`src/rtl/space_invaders_pkg.sv`:
```
// Shared definitions for the space-invaders pixel pipeline.
//   laser_state_e : one-hot player-laser FSM encoding (IDLE/FLYING/COOLDOWN)
//   SCREEN_*      : playfield borders in pixels
//   color_t       : 12-bit {R,G,B} colour, 4 bits per channel
//   is_onehot3    : true when a 3-bit state vector is one of the legal encodings
package space_invaders_pkg;

   typedef enum logic [2:0] {
      LASER_IDLE     = 3'b001,
      LASER_FLYING   = 3'b010,
      LASER_COOLDOWN = 3'b100
   } laser_state_e;

   localparam logic [9:0] SCREEN_LEFT  = 10'd9;
   localparam logic [9:0] SCREEN_RIGHT = 10'd630;
   localparam logic [9:0] SCREEN_TOP   = 10'd8;

   typedef logic [11:0] color_t;

   function automatic logic is_onehot3(input logic [2:0] s);
      return (s == 3'b001) || (s == 3'b010) || (s == 3'b100);
   endfunction

endpackage

```
`src/rtl/player_laser_if.sv`:
```
// Bundle between the player laser and its neighbours.
//   Inputs to the laser : tick_i, fire_i, enable_i, gun_pos_i, hit_enemy_i
//   Outputs of the laser: active_o, shot_laser_o, kill_o, x_o, y_top_o, y_bot_o,
//                         laser_red_o/green_o/blue_o, state_o
//   modport slave  : the laser itself
//   modport master : whatever drives the laser (player FSM, collision logic)
interface player_laser_if;

   logic       tick_i;
   logic       fire_i;
   logic       enable_i;
   logic [9:0] gun_pos_i;
   logic       hit_enemy_i;

   logic       active_o;
   logic       shot_laser_o;
   logic       kill_o;
   logic [9:0] x_o;
   logic [9:0] y_top_o;
   logic [9:0] y_bot_o;
   logic [3:0] laser_red_o;
   logic [3:0] laser_green_o;
   logic [3:0] laser_blue_o;
   logic [2:0] state_o;

   modport slave (
      input  tick_i, fire_i, enable_i, gun_pos_i, hit_enemy_i,
      output active_o, shot_laser_o, kill_o, x_o, y_top_o, y_bot_o,
             laser_red_o, laser_green_o, laser_blue_o, state_o
   );

   modport master (
      output tick_i, fire_i, enable_i, gun_pos_i, hit_enemy_i,
      input  active_o, shot_laser_o, kill_o, x_o, y_top_o, y_bot_o,
             laser_red_o, laser_green_o, laser_blue_o, state_o
   );

endinterface

```
`src/rtl/player_laser_counter.sv`:
```
// Small loadable down-counter that saturates at zero.
//   clk_i, reset_i : clock and synchronous active-high reset
//   clr_i          : force count to zero (highest priority after reset)
//   load_i         : load load_val_i
//   down_i         : decrement by one (ignored at zero)
//   zero_o         : count is zero
module player_laser_counter #(
   parameter int unsigned WIDTH = 8
) (
   input  logic             clk_i,
   input  logic             reset_i,
   input  logic             clr_i,
   input  logic             load_i,
   input  logic [WIDTH-1:0] load_val_i,
   input  logic             down_i,
   output logic             zero_o
);

   logic [WIDTH-1:0] count_q;
   logic [WIDTH-1:0] count_d;

   always_comb begin
      count_d = count_q;
      if (clr_i) begin
         count_d = '0;
      end else if (load_i) begin
         count_d = load_val_i;
      end else if (down_i && (count_q != '0)) begin
         count_d = count_q - WIDTH'(1);
      end
   end

   always_ff @(posedge clk_i) begin
      if (reset_i) begin
         count_q <= '0;
      end else begin
         count_q <= count_d;
      end
   end

   assign zero_o = (count_q == '0);

endmodule

```
`src/rtl/player_laser.sv`:
```
// Player's single laser shot.
// Spawns one bullet at the gun position on a fire-button rising edge, moves it
// up by step_p pixels on every frame tick, and retires it on an enemy hit or
// when it reaches the top border. After retirement a cooldown of cooldown_p
// ticks must elapse before the next shot.
//   clk_i, reset_i : clock and synchronous active-high reset
//   laser_if       : slave side of player_laser_if (inputs from the player FSM
//                    and collision logic, laser position/colour/status out)
module player_laser
   import space_invaders_pkg::*;
#(
   parameter color_t     color_p      = 12'hFFF,
   parameter logic [9:0] step_p       = 10'd4,
   parameter logic [9:0] spawn_y_p    = 10'd440,
   parameter logic [9:0] top_border_p = SCREEN_TOP,
   parameter logic [9:0] length_p     = 10'd12,
   parameter logic [7:0] cooldown_p   = 8'd15
) (
   input  logic           clk_i,
   input  logic           reset_i,
   player_laser_if.slave  laser_if
);

   laser_state_e state_q, state_d;
   logic [9:0]   x_q, x_d;
   logic [9:0]   y_q, y_d;
   logic         shot_q, shot_d;
   logic         kill_q, kill_d;
   logic         fire_q;
   logic         fire_rise;

   logic         cnt_clr;
   logic         cnt_load;
   logic         cnt_down;
   logic         cnt_zero;

   // Edge detect so a held button fires only once; edges seen outside IDLE
   // are simply lost.
   assign fire_rise = laser_if.fire_i & ~fire_q;

   always_comb begin
      state_d  = state_q;
      x_d      = x_q;
      y_d      = y_q;
      shot_d   = 1'b0;
      kill_d   = 1'b0;
      cnt_clr  = 1'b0;
      cnt_load = 1'b0;
      cnt_down = 1'b0;

      case (state_q)
         LASER_IDLE: begin
            if (laser_if.enable_i && fire_rise) begin
               state_d = LASER_FLYING;
               x_d     = laser_if.gun_pos_i;
               y_d     = spawn_y_p;
               shot_d  = 1'b1;
            end
         end

         LASER_FLYING: begin
            if (!laser_if.enable_i) begin
               // Player hit or paused: laser vanishes, no cooldown.
               state_d = LASER_IDLE;
            end else if (laser_if.hit_enemy_i) begin
               // Hit beats a same-cycle tick, so position freezes at impact.
               state_d  = LASER_COOLDOWN;
               kill_d   = 1'b1;
               cnt_load = 1'b1;
            end else if (laser_if.tick_i && (y_q < top_border_p + step_p)) begin
               state_d  = LASER_COOLDOWN;
               cnt_load = 1'b1;
            end else if (laser_if.tick_i) begin
               y_d = y_q - step_p;
            end
         end

         LASER_COOLDOWN: begin
            if (!laser_if.enable_i) begin
               state_d = LASER_IDLE;
               cnt_clr = 1'b1;
            end else if (laser_if.tick_i) begin
               if (cnt_zero) begin
                  state_d = LASER_IDLE;
               end else begin
                  cnt_down = 1'b1;
               end
            end
         end

         default: begin
            // Corrupted encoding: recover to a clean IDLE.
            state_d = LASER_IDLE;
            cnt_clr = 1'b1;
         end
      endcase
   end

   always_ff @(posedge clk_i) begin
      if (reset_i) begin
         state_q <= LASER_IDLE;
         x_q     <= '0;
         y_q     <= spawn_y_p;
         shot_q  <= 1'b0;
         kill_q  <= 1'b0;
         fire_q  <= 1'b0;
      end else begin
         state_q <= state_d;
         x_q     <= x_d;
         y_q     <= y_d;
         shot_q  <= shot_d;
         kill_q  <= kill_d;
         fire_q  <= laser_if.fire_i;
      end
   end

   player_laser_counter #(
      .WIDTH (8)
   ) u_cooldown (
      .clk_i      (clk_i),
      .reset_i    (reset_i),
      .clr_i      (cnt_clr),
      .load_i     (cnt_load),
      .load_val_i (cooldown_p),
      .down_i     (cnt_down),
      .zero_o     (cnt_zero)
   );

   assign laser_if.active_o      = (state_q == LASER_FLYING);
   assign laser_if.shot_laser_o  = shot_q;
   assign laser_if.kill_o        = kill_q;
   assign laser_if.x_o           = x_q;
   assign laser_if.y_top_o       = y_q;
   assign laser_if.y_bot_o       = y_q + length_p - 10'd1;
   assign laser_if.laser_red_o   = color_p[11:8];
   assign laser_if.laser_green_o = color_p[7:4];
   assign laser_if.laser_blue_o  = color_p[3:0];
   assign laser_if.state_o       = state_q;

   a_state_onehot : assert property (@(posedge clk_i) disable iff (reset_i) is_onehot3(state_q))
      else $error("player_laser: illegal state encoding %b", state_q);

endmodule

```
`src/flat_wrapper.sv`:
```
// flat-port wrapper written by rule: the top's interface ports become plain ports
module player_laser_flat import space_invaders_pkg::*;
#(
   parameter color_t     color_p      = 12'hFFF,
   parameter logic [9:0] step_p       = 10'd4,
   parameter logic [9:0] spawn_y_p    = 10'd440,
   parameter logic [9:0] top_border_p = SCREEN_TOP,
   parameter logic [9:0] length_p     = 10'd12,
   parameter logic [7:0] cooldown_p   = 8'd15
)
  (clk_i, reset_i, laser_if_tick_i, laser_if_fire_i, laser_if_enable_i, laser_if_gun_pos_i, laser_if_hit_enemy_i, laser_if_active_o, laser_if_shot_laser_o, laser_if_kill_o, laser_if_x_o, laser_if_y_top_o, laser_if_y_bot_o, laser_if_laser_red_o, laser_if_laser_green_o, laser_if_laser_blue_o, laser_if_state_o);
  player_laser_if laser_if_i ();
  input  logic clk_i;
  input  logic reset_i;
  input wire logic [$bits(laser_if_i.tick_i)-1:0] laser_if_tick_i;
  input wire logic [$bits(laser_if_i.fire_i)-1:0] laser_if_fire_i;
  input wire logic [$bits(laser_if_i.enable_i)-1:0] laser_if_enable_i;
  input wire logic [$bits(laser_if_i.gun_pos_i)-1:0] laser_if_gun_pos_i;
  input wire logic [$bits(laser_if_i.hit_enemy_i)-1:0] laser_if_hit_enemy_i;
  output wire logic [$bits(laser_if_i.active_o)-1:0] laser_if_active_o;
  output wire logic [$bits(laser_if_i.shot_laser_o)-1:0] laser_if_shot_laser_o;
  output wire logic [$bits(laser_if_i.kill_o)-1:0] laser_if_kill_o;
  output wire logic [$bits(laser_if_i.x_o)-1:0] laser_if_x_o;
  output wire logic [$bits(laser_if_i.y_top_o)-1:0] laser_if_y_top_o;
  output wire logic [$bits(laser_if_i.y_bot_o)-1:0] laser_if_y_bot_o;
  output wire logic [$bits(laser_if_i.laser_red_o)-1:0] laser_if_laser_red_o;
  output wire logic [$bits(laser_if_i.laser_green_o)-1:0] laser_if_laser_green_o;
  output wire logic [$bits(laser_if_i.laser_blue_o)-1:0] laser_if_laser_blue_o;
  output wire logic [$bits(laser_if_i.state_o)-1:0] laser_if_state_o;
  assign laser_if_i.tick_i = laser_if_tick_i;
  assign laser_if_i.fire_i = laser_if_fire_i;
  assign laser_if_i.enable_i = laser_if_enable_i;
  assign laser_if_i.gun_pos_i = laser_if_gun_pos_i;
  assign laser_if_i.hit_enemy_i = laser_if_hit_enemy_i;
  assign laser_if_active_o = laser_if_i.active_o;
  assign laser_if_shot_laser_o = laser_if_i.shot_laser_o;
  assign laser_if_kill_o = laser_if_i.kill_o;
  assign laser_if_x_o = laser_if_i.x_o;
  assign laser_if_y_top_o = laser_if_i.y_top_o;
  assign laser_if_y_bot_o = laser_if_i.y_bot_o;
  assign laser_if_laser_red_o = laser_if_i.laser_red_o;
  assign laser_if_laser_green_o = laser_if_i.laser_green_o;
  assign laser_if_laser_blue_o = laser_if_i.laser_blue_o;
  assign laser_if_state_o = laser_if_i.state_o;
  player_laser #(.color_p(color_p), .step_p(step_p), .spawn_y_p(spawn_y_p), .top_border_p(top_border_p), .length_p(length_p), .cooldown_p(cooldown_p)) u_core (.clk_i(clk_i), .reset_i(reset_i), .laser_if(laser_if_i));
endmodule
```
`config.mk`:
```
export PLATFORM = sky130hd
export DESIGN_NAME = player_laser_flat
export DESIGN_NICKNAME = d
export VERILOG_FILES = /design/src/rtl/space_invaders_pkg.sv /design/src/rtl/player_laser_if.sv /design/src/rtl/player_laser_counter.sv /design/src/rtl/player_laser.sv /design/src/flat_wrapper.sv
export SDC_FILE = /design/constraint.sdc
export NUM_CORES = 1
export LEC_CHECK = 0
export CELL_PAD_IN_SITES_DETAIL_PLACEMENT = 1
export CELL_PAD_IN_SITES_GLOBAL_PLACEMENT = 1
export CORE_AREA = 10 10 94 96
export CTS_CLUSTER_DIAMETER = 80
export DETAILED_ROUTE_END_ITERATION = 6
export DIE_AREA = 0 0 104 106
export GPL_TIMING_DRIVEN = 1
export PLACE_DENSITY = 0.75
export SLEW_MARGIN = 20
export SYNTH_ARGS = -nofsm -noshare
export SYNTH_HDL_FRONTEND = slang
export SYNTH_SLANG_ARGS = --single-unit
```
`constraint.sdc`:
```
create_clock -name clk_i -period 1.8 [get_ports clk_i]
set_input_delay 0.27 -clock clk_i [delete_from_list [all_inputs] [get_ports clk_i]]
set_output_delay 0.27 -clock clk_i [all_outputs]
set_load 0.005 [all_outputs]
```
==> reports/metrics.cfg, run 1 <==
[cells_and_area]
antennaDiodeCount=0
final_nets=307
utilization=0.372
syn2layout_area_growth_pct=54.0
final_cells=387
design_area_um2=2630
num-fill-cells=851
drive_gt1_frac=0.240

[global_routing]
grt_pass1_wl_um=8640
antenna_found_initial=0
grt.overflow.total=0
grt_use_total=0.0939
grt_max_degree=13
grt_pass1_vias=1786

[worst_setup_path]
critPathMaxFanout=3
worst_ep_required_time_ns=2.01
regToRegSetupSlack_ns=0.09
cp.arrival_ns=1.92
r2r_end=u_core.u_cooldown.count_q[1]
worstReg2RegStart=u_core.u_cooldown.count_q[2]
critPathLaunchType=flip-flop
critPathCaptureType=flip-flop
worstSetupPathType=reg2reg
reg2reg_depth=6

[synthesis]
syn_area_um2=1710
synthCells=208
yosys_register_bits=32
syn_avg_cell_area_um2=8.20
yosysWarnings=0
synth_edf_count=0
yosys_most_used_dff=dfxtp_1
synthDistinctLibCells=47
yosysSeqAreaShare=0.375
async_flop_share=0

[route]
drc=0
drtIter0Drc=33
drt.antenna.violating_nets=0
num_vias=1655
routed_via_density=4.28
first_pass_iters=4
routed_wl_um=5250
wl_per_cell_um=13.6

[cts]
clk_latency_ns=0.28
cts_hold_buf=0
cts_tree=yes
clkSinkCount=32
htree_levels=2
clockBufferDepth=2
root_buffer=clkbuf_8
cts_buffers=5
clkSlewWorstSetupHoldPaths_ns=0.07

[sta]
maxSlewViolCount=0
setup_tns_ns=0
fin_skew_ns=0.00965
setup_viol=0
post-route-min-period_ns=1.71
min_period_over_period=0.948
finalHoldViolations=0
grt_setup_unrepaired=true
fmax_mhz=586

[floorplanning]
die_area_um2=11000
start_util=0.242
fp.dieW_um=104
core_area_um2=7060
die_h_um=106
io-pin-count=64
num_rows=31

[status]
status=completed

[pwr]
max-vdd-ir-drop_uv=280
power.density_nw_per_um2=580
p_leak_nw=1.07

[placed_design]
dp.cells=377
dpl_cell_area_um2=2460
place_congestion=0.748
dp.final_hpwl_um=4160
io_buffers=47

[worst_hold_path]
hp-class=reg2reg
hold_depth=2
hold_path.startpoint=u_core.laser_if.x_o[0]
min_to=u_core.laser_if.x_o[0]

[job]
drv_cap=0

[sequential cells by signal, indices dropped and copies added (netlist names)]
register                      cells
u_core.u_cooldown.count_q         8
u_core.laser_if.x_o              10
u_core.laser_if.shot_laser_o      1
u_core.laser_if.state_o           3
u_core.laser_if.y_top_o           8
u_core.fire_q                     1
u_core.laser_if.kill_o            1
[final cells by class]
class                      instances  area (um^2)  area share
multi-input combinational        158          982       0.374
timing repair buffer              82          748       0.285
sequential                        32          652       0.248
tap                               99          124      0.0471
clock buffer                       6         82.6      0.0314
inverter                           8         30.0      0.0114
clock inverter                     2         10.0     0.00381
[critical path, stage by stage, from the launching register on]
cell and delay [ns]:
dfxtp_1 0.32, or4_4 0.55, buf_4 0.16, nor2_1 0.13, nor2_1 0.08, mux2_2 0.27
a21oi_1 0.13
[placed cells by master, fill, tap and decap left out, types with 3 or more instances in the layout]
| cell type | n |
|---|---|
| xor2_1 | 3 |
| o21ai_0 | 3 |
| conb_1 | 16 |
| a21oi_1 | 21 |
| and3_1 | 3 |
| nor2_1 | 14 |
| o21ai_1 | 3 |
| dlygate4sd2_1 | 5 |
| dfxtp_1 | 25 |
| or3_1 | 4 |
| ha_1 | 4 |
| nand2_1 | 33 |
| clkdlybuf4s50_1 | 40 |
| nor3_1 | 7 |
| clkbuf_8 | 6 |
| buf_4 | 33 |
| nand3_1 | 3 |
| xnor2_1 | 7 |
| dfxtp_2 | 6 |
| inv_1 | 7 |
[Yosys cell counts, types with 2 or more instances]
master	n	area, um^2
nand2_1	33	124
dfxtp_1	32	641
a21oi_1	22	110
buf_4	17	128
nor2_1	14	52.6
inv_1	8	30.0
xnor2_1	8	70.1
nor3_1	7	35.0
clkbuf_1	5	18.8
and3_1	4	25.0
ha_1	4	50.1
or3_1	4	25.0
nand3_1	3	15.0
o21ai_0	3	15.0
o21ai_1	3	15.0
xor2_1	3	26.3
and3b_1	2	17.5
buf_2	2	10.0
conb_1	2	7.51
mux2i_1	2	20.0
nand2b_1	2	12.5
nor2b_1	2	12.5
nor4_1	2	12.5
[through the flow]
step | setup WS [ns] | power (mW) | hold WS [ns]
floorplan | 0.135 | 0.862 | 0.393
global placement | -0.125 | 0.956 | 0.441
detailed placement | -0.184 | 0.961 | 0.450
CTS | 0.00927 | 1.56 | 0.460
global route | -0.0555 | 1.61 | 0.480
finish | 0.0928 | 1.52 | 0.456
[report_power, final]
part	leakage [nW]	internal (mW)	total, mW	switching, mW
clock network	0.0510	0.305	0.576	0.271
registers	0.259	0.725	0.737	0.0117
logic	0.755	0.114	0.211	0.0978
[worst max-delay path by stage]
stage	start	end	slack (ns)	depth (start not counted)
floorplan	u_core.laser_if.y_top_o[4]	u_core.laser_if.y_top_o[8]	0.13	6
global placement	laser_if_tick_i	u_core.laser_if.y_top_o[8]	-0.12	6
detailed placement	laser_if_enable_i	u_core.laser_if.y_top_o[9]	-0.18	6
CTS	u_core.laser_if.y_top_o[4]	laser_if_y_bot_o[6]	0.009	3
global route	u_core.u_cooldown.count_q[2]	u_core.u_cooldown.count_q[1]	-0.06	6
finish	u_core.u_cooldown.count_q[2]	u_core.u_cooldown.count_q[1]	0.09	6
[timing repair]
| action | in CTS | in global routing |
|---|---|---|
| pin swaps | 0 | 3 |
| endpoints found under the setup margin | 12 | 16 |
| resized for setup | 19 | 9 |
| hold endpoints to repair | 0 | 0 |
| setup buffers | 1 | 1 |
[metal layers]
| metal | share of wire | vias to the layer above | wire [um] | global-route usage |
|---|---|---|---|---|
| met1 | 0.43 | 766 | 2260 | 0.102 |
| met4 | 0.0089 | 0 | 47 | 0.0258 |
| li1 | - | 828 | - | - |
| met2 | 0.46 | 54 | 2410 | 0.156 |
| met3 | 0.10 | 7 | 531 | 0.0513 |
| met5 | 0 | - | 0 | 0 |
[logic make-up (layout without fill, tap and decap cells)]
| family | Yosys count | in the layout | synth area share |
|---|---|---|---|
| xor gates and xnor gates | 11 | 11 | 0.0565 |
| adders and majority gates | 4 | 4 | 0.0293 |
| muxes | 3 | 3 | 0.0183 |
| AOI/OAI and AO/OA | 37 | 37 | 0.132 |
| buffers and inverters | 32 | 98 | 0.109 |
| other | 2 | 16 | 0.00440 |
| and+or+nand+nor | 87 | 87 | 0.275 |
| DFF | 32 | 32 | 0.375 |
(Power assumes the default switching activity.)
==> run 2: changes to the inputs <==
Settings changed: REMOVE_ABC_BUFFERS set to 1.
==> run 2 against run 1 <==
Against the previous run:
- power rose by 7.7%
- design area rose by 0.24%
- maximum frequency shrank 2.2%
- clock skew decreased by 0.0036 ns
- setup slack worse by 0.039 ns
- clock power increased by 20%
- non-clock buffer count unchanged
- cell count is the same
- flip-flop and latch count unchanged
- clock-buffer cell count is the same
- hold slack lost 0.00058 ns
- highest routed layer unchanged
==> reports/metrics.cfg, run 2 (synthesized netlist as in run 1, its figures left out) <==
[global_routing]
grt.overflow.total=0  ; unchanged
grt_pass1_wl_um=9280  ; +7.4%
grt_max_degree=13  ; unchanged
grt_use_total=0.102  ; +0.00768
antenna_found_initial=0  ; unchanged
grt_pass1_vias=1817  ; +1.7%

[floorplanning]
die_h_um=106  ; unchanged
fp.dieW_um=104  ; unchanged
start_util=0.242  ; unchanged
die_area_um2=11000  ; unchanged
num_rows=31  ; unchanged
io-pin-count=64  ; unchanged
core_area_um2=7060  ; unchanged

[route]
drc=0  ; unchanged
drtIter0Drc=44  ; +33%
drt.antenna.violating_nets=0  ; unchanged
first_pass_iters=4  ; unchanged
wl_per_cell_um=14.9  ; +9.4%
num_vias=1683  ; +1.7%
routed_via_density=4.35  ; +1.7%
routed_wl_um=5750  ; +9.4%

[pwr]
p_leak_nw=1.06  ; -0.26%
max-vdd-ir-drop_uv=338  ; +21%
power.density_nw_per_um2=623  ; +7.5%

[worst_setup_path]
reg2reg_depth=6  ; unchanged
critPathLaunchType=flip-flop
r2r_end=u_core.laser_if.y_top_o[9]
worst_ep_required_time_ns=2.02  ; about the same
critPathMaxFanout=6  ; +3
regToRegSetupSlack_ns=0.05  ; -0.04 ns
cp.arrival_ns=1.96  ; +0.04 ns
worstSetupPathType=reg2reg
crit_start=u_core.laser_if.y_top_o[6]
critPathCapture=u_core.laser_if.y_top_o[9]
worstReg2RegStart=u_core.laser_if.y_top_o[6]
critPathCaptureType=flip-flop

[sta]
finalHoldViolations=0  ; unchanged
layout_setup_ws_ns=0.0539  ; -0.0389 ns
setup_tns_ns=0  ; unchanged
post-route-min-period_ns=1.75  ; +0.0389 ns
fmax_mhz=573  ; -2.2%
whs_ns=0.456  ; -0.000584 ns
min_period_over_period=0.970  ; +0.0216
grt_setup_unrepaired=true
setup_viol=0  ; unchanged
maxSlewViolCount=0  ; unchanged
fin_skew_ns=0.00602  ; -0.00363 ns

[cts]
clkSinkCount=32  ; unchanged
cts_hold_buf=0  ; unchanged
clkSlewWorstSetupHoldPaths_ns=0.07  ; about the same
htree_levels=2  ; unchanged
clockBufferDepth=2  ; unchanged
cts_tree=yes
clk_latency_ns=0.29  ; about the same
root_buffer=clkbuf_8
cts_buffers=5  ; unchanged

[cells_and_area]
register_area_um2=653  ; +0.19%
syn2layout_area_growth_pct=54.4
final_common_cell=clkdlybuf4s50_1
antennaDiodeCount=0  ; unchanged
num-fill-cells=861  ; +1.2%
design_area_um2=2640  ; +0.24%
final_nets=307  ; unchanged
largest_reg_flops=10  ; unchanged
drive_gt1_frac=0.229  ; -0.0104
multi_input_area_um2=992  ; +1.0%
most-common-layout-cells=clkdlybuf4s50_1 (40), buf_4 (35), nand2_1 (33)

[worst_hold_path]
hp-class=reg2reg

[status]
status=completed

[placed_design]
place_ws_ns=-0.231  ; -0.0465 ns
io_buffers=47  ; unchanged
dpl_cell_area_um2=2440  ; -0.51%
place_congestion=0.778  ; +4.1%
dp.final_hpwl_um=4400  ; +5.6%

[job]
drv_cap=0  ; unchanged

run 2: worst max-delay path, cell delays in order (launching register included):
cell,delay [ns]
dfxtp_1,0.40
nor4_2,0.06
buf_4,0.15
a21oi_2,0.26
a31oi_4,0.16
or4b_1,0.50
a21oi_1,0.15
run 2: worst min-delay path by stage:
stage / start / slack [ns] / end / cells after the start
after floorplan: reset_i / 0.34 / u_core.laser_if.state_o[2] / 1
after global placement: u_core.laser_if.x_o[9] / 0.44 / u_core.laser_if.x_o[9] / 2
after detailed placement: u_core.laser_if.x_o[4] / 0.45 / u_core.laser_if.x_o[4] / 2
after CTS: u_core.laser_if.x_o[4] / 0.46 / u_core.laser_if.x_o[4] / 2
after global routing: u_core.laser_if.x_o[7] / 0.49 / u_core.laser_if.x_o[7] / 2
final: u_core.laser_if.x_o[4] / 0.46 / u_core.laser_if.x_o[4] / 2
run 2: metal layers:
metal / vias to the layer above / global-route usage / routed length, um
met5: - / 0 / 0
met4: 0 / 0.0338 / 58
met1: 807 / 0.101 / 2240
met3: 5 / 0.0429 / 385
met2: 42 / 0.188 / 3060
li1: 829 / - / -
run 2: cell type report:
type,count,share of cell area
multi-input combinational,158,0.377
timing repair buffer,82,0.276
sequential,32,0.248
tap,99,0.0470
clock buffer,6,0.0275
clock inverter,2,0.0133
inverter,8,0.0114
run 2: what timing repair did:
| action | 4_1_cts | 5_1_grt |
|---|---|---|
| setup buffers | 0 | 2 |
| endpoints found under the setup margin | 14 | 10 |
| gates resized for setup | 21 | 5 |
| pin swaps | 3 | 5 |
| hold endpoints to repair | 0 | 0 |
run 2: power by group:
part	internal, mW	switching (mW)
clock network	0.411	0.279
registers	0.724	0.0129
logic	0.114	0.102
run 2: per-stage QoR:
step	std cells	utilization	total power, mW
final	387	0.373	1.64
after global routing	387	0.373	1.72
after CTS	385	0.368	1.66
after detailed placement	377	0.346	0.963
after global placement	377	0.346	0.954
after floorplan	198	-	0.828
